File: src/rtl/mul_pipe.sv
// Parametrised pipelined integer multiplier with bubble-collapsing backpressure,
// flush and decode hazard query. Define MUL_PIPE_HIGH_EN to add the in_high upper-half select.
module mul_pipe #(
    parameter int unsigned DATA_WIDTH       = 32,
    parameter int unsigned STAGES           = 5,
    parameter int unsigned REG_ADDRESS_SIZE = 5
) (
    input  logic                          clk,
    input  logic                          reset,
    input  logic                          in_valid,
    input  logic [DATA_WIDTH-1:0]         in_operand1,
    input  logic [DATA_WIDTH-1:0]         in_operand2,
    input  logic [REG_ADDRESS_SIZE-1:0]   in_dest,
`ifdef MUL_PIPE_HIGH_EN
    input  logic                          in_high,
`endif
    output logic                          in_stall,
    input  logic                          flush,
    input  logic                          out_stall_in,
    output logic                          out_valid,
    output logic [DATA_WIDTH-1:0]         out_result,
    output logic [REG_ADDRESS_SIZE-1:0]   out_dest,
    input  logic [REG_ADDRESS_SIZE-1:0]   query_reg,
    output logic                          hazard,
    output logic [$clog2(STAGES+1)-1:0]   hazard_stage
);

    localparam int unsigned HSW = $clog2(STAGES + 1);

    logic [STAGES-1:0]           valid_q;
    logic [STAGES-1:0]           adv_c;
    logic [STAGES-1:0]           load_c;
    logic [REG_ADDRESS_SIZE-1:0] dest_q [STAGES];
    logic [DATA_WIDTH-1:0]       op1_q;
    logic [DATA_WIDTH-1:0]       op2_q;
    logic [DATA_WIDTH-1:0]       res_q  [1:STAGES-1];
    logic [DATA_WIDTH-1:0]       prod_c;
    logic                        accept_c;

    // Stage 1 holds operands; the product is formed on the way into stage 2.
`ifdef MUL_PIPE_HIGH_EN
    logic                        high_q;
    logic [2*DATA_WIDTH-1:0]     full_c;
    assign full_c = (2*DATA_WIDTH)'(op1_q) * (2*DATA_WIDTH)'(op2_q);
    assign prod_c = high_q ? full_c[2*DATA_WIDTH-1:DATA_WIDTH] : full_c[DATA_WIDTH-1:0];
`else
    assign prod_c = op1_q * op2_q;
`endif

    // Advance chain from the output back to stage 1; an empty stage can always load.
    always_comb begin
        adv_c = '0;
        adv_c[STAGES-1] = !out_stall_in || !valid_q[STAGES-1];
        for (int i = int'(STAGES) - 2; i >= 0; i--) begin
            adv_c[i] = !valid_q[i+1] || adv_c[i+1];
        end
        load_c = ~valid_q | adv_c;
    end

    assign in_stall = valid_q[0] && !adv_c[0];
    assign accept_c = in_valid && !in_stall && !flush;

    // Youngest matching stage wins because the scan ends at stage 1.
    always_comb begin
        hazard       = 1'b0;
        hazard_stage = '0;
        for (int i = int'(STAGES) - 1; i >= 0; i--) begin
            if (valid_q[i] && dest_q[i] == query_reg) begin
                hazard       = 1'b1;
                hazard_stage = HSW'(i + 1);
            end
        end
        if (query_reg == '0) begin
            hazard       = 1'b0;
            hazard_stage = '0;
        end
    end

    always_ff @(posedge clk or negedge reset) begin
        if (!reset) begin
            valid_q <= '0;
            op1_q   <= '0;
            op2_q   <= '0;
`ifdef MUL_PIPE_HIGH_EN
            high_q  <= 1'b0;
`endif
            for (int i = 0; i < int'(STAGES); i++) begin
                dest_q[i] <= '0;
            end
            for (int i = 1; i < int'(STAGES); i++) begin
                res_q[i] <= '0;
            end
        end else begin
            if (flush) begin
                valid_q <= '0;
            end else begin
                if (load_c[0]) valid_q[0] <= in_valid;
                for (int i = 1; i < int'(STAGES); i++) begin
                    if (load_c[i]) valid_q[i] <= valid_q[i-1];
                end
            end
            if (accept_c) begin
                op1_q     <= in_operand1;
                op2_q     <= in_operand2;
                dest_q[0] <= in_dest;
`ifdef MUL_PIPE_HIGH_EN
                high_q    <= in_high;
`endif
            end
            if (load_c[1] && valid_q[0]) begin
                res_q[1]  <= prod_c;
                dest_q[1] <= dest_q[0];
            end
            for (int i = 2; i < int'(STAGES); i++) begin
                if (load_c[i] && valid_q[i-1]) begin
                    res_q[i]  <= res_q[i-1];
                    dest_q[i] <= dest_q[i-1];
                end
            end
        end
    end

    assign out_valid  = valid_q[STAGES-1];
    assign out_result = res_q[STAGES-1];
    assign out_dest   = dest_q[STAGES-1];

endmodule

File: config.mk
export PLATFORM = sky130hd
export DESIGN_NAME = mul_pipe
export DESIGN_NICKNAME = d
export VERILOG_FILES = /design/src/rtl/mul_pipe.sv
export SDC_FILE = /design/constraint.sdc
export NUM_CORES = 1
export LEC_CHECK = 0
export CORE_ASPECT_RATIO = 0.5
export CORE_UTILIZATION = 65
export DETAILED_ROUTE_END_ITERATION = 10
export PLACE_DENSITY = 0.85
export SLEW_MARGIN = 20
export SYNTH_ARGS = -nofsm -noshare
export SYNTH_HDL_FRONTEND = slang
export SYNTH_SLANG_ARGS = --single-unit
export TNS_END_PERCENT = 1
File: constraint.sdc
create_clock -name clk -period 16.8 [get_ports clk]
set_input_delay 3.36 -clock clk [delete_from_list [all_inputs] [get_ports clk]]
set_output_delay 3.36 -clock clk [all_outputs]
set_load 0.01 [all_outputs]
==> flow_summary.toml, run 1 <==
[run_status]
status = "finished, final reports clean"

[sta]
setup_tns_ns = 0
rsz0062_at_grt = "no"
fin_skew_ns = 0.0257
fmax_mhz = 111
min_period_over_period_pct = 53.6
maxSlewHeadroom_pct = 32.9
hold_violations = 0
setup_viol = 0
timing_worst_slew_pin_value_ns = 1.01
slew_viol_final = 0
period_needed_ns = 9.00

[die]
die-area_um2 = 38500
start_util_pct = 67.1
die_w_um = 276
core-area_um2 = 36500
ios = 122
row_count = 49
die_h_um = 139

[clock_network]
clockBufferDepth = 3
cts_sinks = 222
htreeDepth = 1
cts_tree = "done"
path_clk_slew_ns = 0.06
post_cts_resized = 0
hold_buffers = 0
clk_latency_ns = 0.54
cts-root-buf = "clkbuf_16"
cts_setup_buffers = 0
cts_made_buffers = 22

[worst_setup_path]
path_buf_inv = 2
max_stage_delay_ns = 0.61
critPathMaxFanout = 6
start_kind = "primary input"
cp_data_arrival_time_ns = 5.64
cpMaxStageDelayCell = "clkdlybuf4s50_1"
critPathTopFamily = "buffers and inverters"
crit_required_ns = 13.44
path_cells = "clkdlybuf4s50_1 > xor2_1 > nor4_1 > and3_1 > a21oi_1 > o21a_1 > nor2_1 > clkdlybuf4s50_1"
crit_top_cell = "clkdlybuf4s50_1"
critPathCaptureType = "output port"
path_class = "in2out"

[route]
via_per_inst = 5.67
detail_route.iter0.violations = 1136
finalWirelength_um = 55900
ant_nets = 0
dr.pass1.iters = 5
vias = 15902
drc = 0
wl_per_cell_um = 19.9

[yosys]
syn_inst = 2298
ys_types = 44
syn_area_um2 = 24500
syn_nets = 2908
yosys_warnings = 0
yosysSeqAreaShare_pct = 22.7
synth-seq-cells = 222
synth.avg_cell_area_um2 = 10.6

[layout]
antenna-diode-count = 0
drive_gt1_share_pct = 11.1
area_delta_synth_final_pct = 7.87
mostFrequentLayoutCell = "fa_1"
nets = 2921
layout_common_cells = "fa_1 (408), and2_1 (366), inv_1 (363)"

[global_routing]
antenna_found_initial = 0
grt_pass1_vias = 17780
grt.total_usage_pct = 31.3
grt_overflow = 0
grt_max_degree = 78
grt_pass1_wl_um = 94400

[placed_design]
place.gp.congestion = 0.905
hpwlAfterDp_um = 42600
port_buffers = 121

[min_path]
min_path_type = "reg2reg"

[job]
cap_violations = 0
-- cell families after synthesis --
logic type / after synthesis / synth area share [%]
buffers and inverters: 517 / 8.54
adder cells (fa/ha/maj): 531 / 39.7
AND/OR/NAND/NOR: 624 / 13.6
flip-flops: 222 / 22.7
AO/OA/AOI/OAI: 104 / 2.80
XOR/XNOR: 111 / 3.97
multiplexers: 189 / 8.70
-- worst paths after layout --
check | slack, ns | startpoint | end | depth (start not counted)
setup / recovery | 7.80 | query_reg[1] | hazard_stage[0] | 8
hold / removal | 0.48 | res_q[107] | res_q[107] | 2
setup reg to reg | 8.84 | op2_q[8] | res_q[127] | 24
hold reg to reg | 0.48 | res_q[107] | res_q[107] | 2
max in group asynchronous | 11.80 | reset | out_result[16] | 3
min in group asynchronous | 2.79 | reset | op2_q[26] | 1
-- routing by layer --
metal	vias to the layer above	global-route usage (%)	share of wire, %
li1	6951	-	-
met1	8207	43.6	42
met2	611	49.7	46
met3	133	7.51	8.7
met4	0	8.79	2.8
met5	-	0	0
-- synthesized netlist by cell type --
cell type	n	share of area (%)
a2111oi_0	1	0.036
a211o_1	1	0.036
a211oi_1	1	0.031
a211oi_2	2	0.10
a21boi_0	1	0.031
a21o_1	10	0.31
a21oi_1	30	0.61
a21oi_2	2	0.072
a221oi_2	1	0.061
a31o_1	1	0.036
a31oi_1	3	0.077
and2_1	366	9.4
and3_1	5	0.13
buf_1	3	0.046
buf_2	8	0.16
buf_4	37	1.1
clkbuf_1	106	1.6
dfrtp_1	222	23
fa_1	408	33
ha_1	123	6.3
inv_1	363	5.6
mux2_2	189	8.7
nand2_1	206	3.2
nand2_2	2	0.051
nand2b_1	2	0.051
nand3_1	9	0.18
nand4_1	4	0.10
nor2_1	18	0.28
nor3_1	3	0.061
nor3b_1	1	0.031
nor4_1	6	0.15
o2111ai_1	1	0.036
o211ai_1	2	0.061
o211ai_2	1	0.051
o211ai_4	1	0.087
o21a_1	7	0.21
o21ai_0	23	0.47
o21ai_1	11	0.22
o21bai_1	3	0.092
o31a_4	1	0.072
o31ai_4	1	0.087
or4_1	2	0.061
xnor2_1	65	2.3
xor2_1	46	1.6
-- through the flow --
| stage | cells | hold WS [ns] | utilization, % | instance area, µm² | setup slack, ns |
|---|---|---|---|---|---|
| global route | 2805 | 0.513 | 72.4 | 26400 | 7.70 |
| CTS | 2805 | 0.485 | 72.4 | 26400 | 7.79 |
| finish | 2805 | 0.480 | 72.4 | 26400 | 7.80 |
| detailed placement | 2771 | 0.470 | 70.6 | 25700 | 7.78 |
| global placement | 2771 | 0.458 | 70.6 | 25700 | 7.80 |
| floorplan | 2298 | 0.446 | - | 24500 | 8.88 |
-- worst min-delay path, cell delays in order, from the launching register on --
cell,delay [ns]
dfrtp_1,0.34
nand2_1,0.04
o21ai_0,0.06
-- area by class of cell --
class	instances	area, µm²
Inverter	363	1360
Tap cell	484	606
Clock buffer	26	576
Sequential cell	222	5560
Timing Repair Buffer	143	1380
Clock inverter	8	70.1
Fill cell	2507	10100
Multi-Input combinational cell	1559	16800
-- sequential cells by signal, indices dropped and copies added (netlist names) --
signal and flops:
res_q 96, valid_q 5, op1_q 32, out_dest 5, op2_q 32, out_result 32, dest_q 20
Power of run 1 is not shown: default switching activity piles up to over one toggle a cycle in this logic, so the estimate is an artifact.
==> inputs of run 2 (changes only) <==
Settings changed: CORE_UTILIZATION 65 to 63, PLACE_DENSITY 0.85 to 0.83.
Clock period 16.8 ns to 9.11 ns, I/O delays scaled along.
==> run 2 against run 1 <==
Compared with the run above: global-route usage is 1.4 points lower; non-clock buffer count is 8 lower; critical path depth is 16 higher.
==> flow_summary.toml, run 2 (synthesis gave the netlist of run 1 again) <==
[clock_network]
hold_buffers = 0
post_cts_resized = 0
htreeDepth = 1
cts_setup_buffers = 0
cts_made_buffers = 22
cts-root-buf = "clkbuf_16"
cts_sinks = 222
cts_tree = "done"
path_clk_slew_ns = 0.06
clk_latency_ns = 0.55
clockBufferDepth = 3

[route]
finalWirelength_um = 55100
detail_route.iter0.violations = 1076
drc = 0
wl_per_cell_um = 19.4
dr.pass1.iters = 5
ant_nets = 0
via_per_inst = 5.54
vias = 15731

[global_routing]
grt_overflow = 0
grt_pass1_vias = 17284
antenna_found_initial = 1
grt.total_usage_pct = 30.0
grt_max_degree = 116
grt_pass1_wl_um = 92200

[sta]
hold_violations = 0
setup_tns_ns = 0
maxSlewHeadroom_pct = 27.4
fmax_mhz = 134
rsz0062_at_grt = "no"
slew_viol_final = 0
setup_viol = 0
fin_skew_ns = 0.0322
timing_worst_slew_pin_value_ns = 1.09
min_period_over_period_pct = 81.6
period_needed_ns = 7.44

[die]
core-area_um2 = 37800
start_util_pct = 64.6
die_h_um = 141
ios = 122
row_count = 50
die_w_um = 281
die-area_um2 = 39700

[worst_setup_path]
reg2reg_from = "op1_q[7]"
r2r_cells = 24
r2r_setup_slack_ns = 1.67
crit_required_ns = 9.50
critPathCaptureType = "register"
critPathMaxFanout = 26
cp_data_arrival_time_ns = 7.83
path_class = "reg2reg"
start_kind = "register"
worstReg2RegEnd = "res_q[126]"

[layout]
layout_common_cells = "fa_1 (408), and2_1 (366), inv_1 (363)"
largest-register = "res_q"
nets = 2913
largest_reg_flops = 96
area_delta_synth_final_pct = 8.33
mostFrequentLayoutCell = "fa_1"
num-fill-cells = 2690
drive_gt1_share_pct = 11.0

[min_path]
holdPathStages = 2
min_from = "res_q[104]"
hold_end = "res_q[104]"
min_path_type = "reg2reg"

[run_status]
status = "finished, final reports clean"

[placed_design]
hpwlAfterDp_um = 41900
place.gp.congestion = 0.903
port_buffers = 121

[job]
cap_violations = 0
-- run 2: changes by cell type in the layout (fill, tap and decap cells not counted), sizes merged --
cell and delta:
clkinvlp -2, clkinv +1, diode +1, buf -8, bufinv +3, clkbuf +4
-- run 2: worst max-delay path by stage --
stage | from | endpoint | slack [ns] | cells past startpoint
global placement | op2_q[6] | res_q[127] | 1.89 | 21
floorplan | op2_q[3] | res_q[127] | 2.39 | 23
detailed placement | op1_q[9] | res_q[126] | 1.72 | 24
global route | op1_q[7] | res_q[126] | 1.25 | 24
CTS | op1_q[9] | res_q[126] | 1.70 | 24
finish | op1_q[7] | res_q[126] | 1.67 | 24
-- run 2: final cells by class --
class	count	area (µm²)	share of cell area, %
multi-input combinational	1559	16800	63.5
sequential	222	5560	21.0
inverter	363	1360	5.14
timing repair buffer	135	1320	4.98
tap	520	651	2.45
clock buffer	30	621	2.34
clock inverter	10	151	0.571
antenna	1	2.50	0.00944
-- run 2: through the flow --
stage               utilization [%]  hold WS, ns  instance area [µm²]  instances  setup WS [ns]
floorplan                         -        0.446                24500       2298           2.39
global placement               68.0        0.460                25700       2799           1.89
detailed placement             68.0        0.469                25700       2799           1.72
CTS                            70.0        0.482                26500       2839           1.70
global route                   70.0        0.504                26500       2839           1.25
finish                         70.0        0.475                26500       2840           1.67
-- run 2: per-layer routing --
layer	vias up	global-route usage (%)	share of wire, %
met1	8142	41.9	43
met2	529	48.2	46
met4	0	9.12	3.2
li1	6940	-	-
met3	120	5.57	7.5
met5	-	0	0
-- run 2: worst max-delay path, stage by stage, from the launching register on --
cell	delay [ns]
dfrtp_1	1.06
nand2_1	0.20
fa_1	0.42
inv_1	0.08
fa_1	0.43
fa_1	0.51
inv_1	0.05
fa_1	0.47
inv_1	0.05
fa_1	0.49
inv_1	0.05
fa_1	0.52
inv_1	0.05
fa_1	0.38
fa_1	0.47
ha_1	0.34
a21o_1	0.17
a21oi_1	0.28
o21a_1	0.16
o21ai_0	0.12
nor2_1	0.10
o21ai_1	0.08
a2111oi_0	0.53
or4_1	0.19
nand3_1	0.07
Power of run 2 is left out for the same reason.
==> inputs of run 3 (changes only) <==
Clock period 9.11 ns to 7.67 ns, I/O delays scaled along.
==> run 3 against run 2 <==
Compared with the run above: final area grew 0.37%; sequential share of layout area shrank 0.077 points; global-route usage grew 0.29 points; final cell count grew 0.85%; non-clock buffer count grew 28; die area is the same; fmax grew 1.4%; critical path depth shrank 1; core utilization grew 0.26 points; critical endpoint unchanged; routed wire length grew 1.3%; largest cell class unchanged; setup slack lost 1.3 ns.
==> flow_summary.toml, run 3 (synthesis gave the netlist of run 1 again) <==
[run_status]
status = "finished, final reports clean"

[clock_network]
clk_latency_ns = 0.55
clockBufferDepth = 3
post_cts_resized = 0
path_clk_slew_ns = 0.07
cts_made_buffers = 21
cts-root-buf = "clkbuf_16"
cts_sinks = 222
cts_setup_buffers = 0
hold_buffers = 0
cts_tree = "done"
htreeDepth = 1

[route]
vias = 15846
drc = 0
finalWirelength_um = 55800
detail_route.iter0.violations = 1306
ant_nets = 0
dr.pass1.iters = 5
wl_per_cell_um = 19.5
via_per_inst = 5.53

[placed_design]
hpwlAfterDp_um = 43400
place.gp.congestion = 0.936
dp.cells = 2827
port_buffers = 121

[worst_setup_path]
critPathCaptureType = "register"
path_cells = "and2_1 > fa_1 > fa_1 > fa_1 > inv_1 > fa_1 > inv_1 > fa_1 > inv_1 > fa_1 > inv_1 > fa_1 > fa_1 > ha_1 > a21o_1 > a21oi_1 > o21a_1 > o21ai_0 > nor2_1 > o21ai_1 > a2111oi_0 > or4_1 > nand3_1"
start_kind = "register"
path_buf_inv = 4
critPathTopFamily = "adder cells"
cpMaxStageDelayCell = "dfrtp_1"
crit_required_ns = 8.09
cp_data_arrival_time_ns = 7.76
critPathMaxFanout = 27
crit_top_cell = "fa_1"
path_class = "reg2reg"
max_stage_delay_ns = 0.89

[sta]
period_needed_ns = 7.34
maxSlewHeadroom_pct = 32.0
timing_worst_slew_pin_value_ns = 1.02
fin_skew_ns = 0.0365
hold_violations = 0
setup_tns_ns = 0
fmax_mhz = 136
setup_viol = 0
rsz0062_at_grt = "no"
holdWs_ns = 0.476
min_period_over_period_pct = 95.6
slew_viol_final = 0

[global_routing]
grt_overflow = 0
antenna_found_initial = 1
grt.total_usage_pct = 30.2
grt_pass1_vias = 17054
grt_pass1_wl_um = 92200
grt_max_degree = 169

[die]
die_h_um = 141
die_w_um = 281
start_util_pct = 64.6
row_count = 50
ios = 122
core-area_um2 = 37800
die-area_um2 = 39700

[layout]
nets = 2940
drive_gt1_share_pct = 11.8
largest_reg_flops = 96
num-fill-cells = 2674
fin_util_pct = 70.3
largest-register = "res_q"
area_delta_synth_final_pct = 8.73
finalNonFillerCells = 2864
mostFrequentLayoutCell = "fa_1"
layout_common_cells = "fa_1 (408), and2_1 (366), inv_1 (363)"

[job]
cap_violations = 0

[min_path]
min_path_type = "reg2reg"
run 3: cell types whose count changed in the layout (fill, tap and decap cells not counted):
cell | previous run | this run
buf_4 | 14 | 41
clkbuf_1 | 4 | 7
bufinv_16 | 3 | 1
clkbuf_8 | 4 | 2
clkinvlp_4 | 0 | 2
inv_6 | 3 | 1
buf_12 | 0 | 1
clkbuf_16 | 22 | 21
clkinv_2 | 2 | 1
clkinv_8 | 1 | 0
run 3: cell type report:
cell class              instances  area (µm²)  area share (%)
diodes                          1        2.50         0.00941
clock buffers                  30         579            2.18
clock inverters                 6        67.6           0.254
inverters                     363        1360            5.12
multi-input cells            1559       16800            63.3
flip-flops and latches        222        5560            20.9
well taps                     520         651            2.45
repair buffers                163        1540            5.80
run 3: routing by layer:
layer | wire length [µm] | GRT usage (%) | up-vias
met2 | 25600 | 48.0 | 574
met3 | 4090 | 5.55 | 136
met4 | 2150 | 10.4 | 0
li1 | - | - | 7004
met1 | 24000 | 42.4 | 8132
met5 | 0 | 0 | -
run 3: tightest hold or removal path: stages (launching register included):
cell and delay [ns]:
dfrtp_1 0.34, nand2_1 0.04, o21ai_0 0.06
run 3: per-stage QoR:
stage,setup slack (ns),instance area (µm²)
after floorplan,0.949,24500
after global routing,0.00796,26600
after detailed placement,0.405,26000
after global placement,0.496,26000
after CTS,0.367,26600
final,0.334,26600
run 3: path summary, 6_finish.rpt:
path | slack, ns | cells past startpoint | start | to
max | 0.33 | 23 | op2_q[6] | res_q[126]
min | 0.48 | 2 | res_q[113] | res_q[113]
max reg2reg | 0.33 | 23 | op2_q[6] | res_q[126]
min reg2reg | 0.48 | 2 | res_q[113] | res_q[113]
max in group asynchronous | 5.43 | 2 | reset | res_q[54]
min in group asynchronous | 0.91 | 1 | reset | op2_q[28]
Power of run 3 is left out for the same reason.
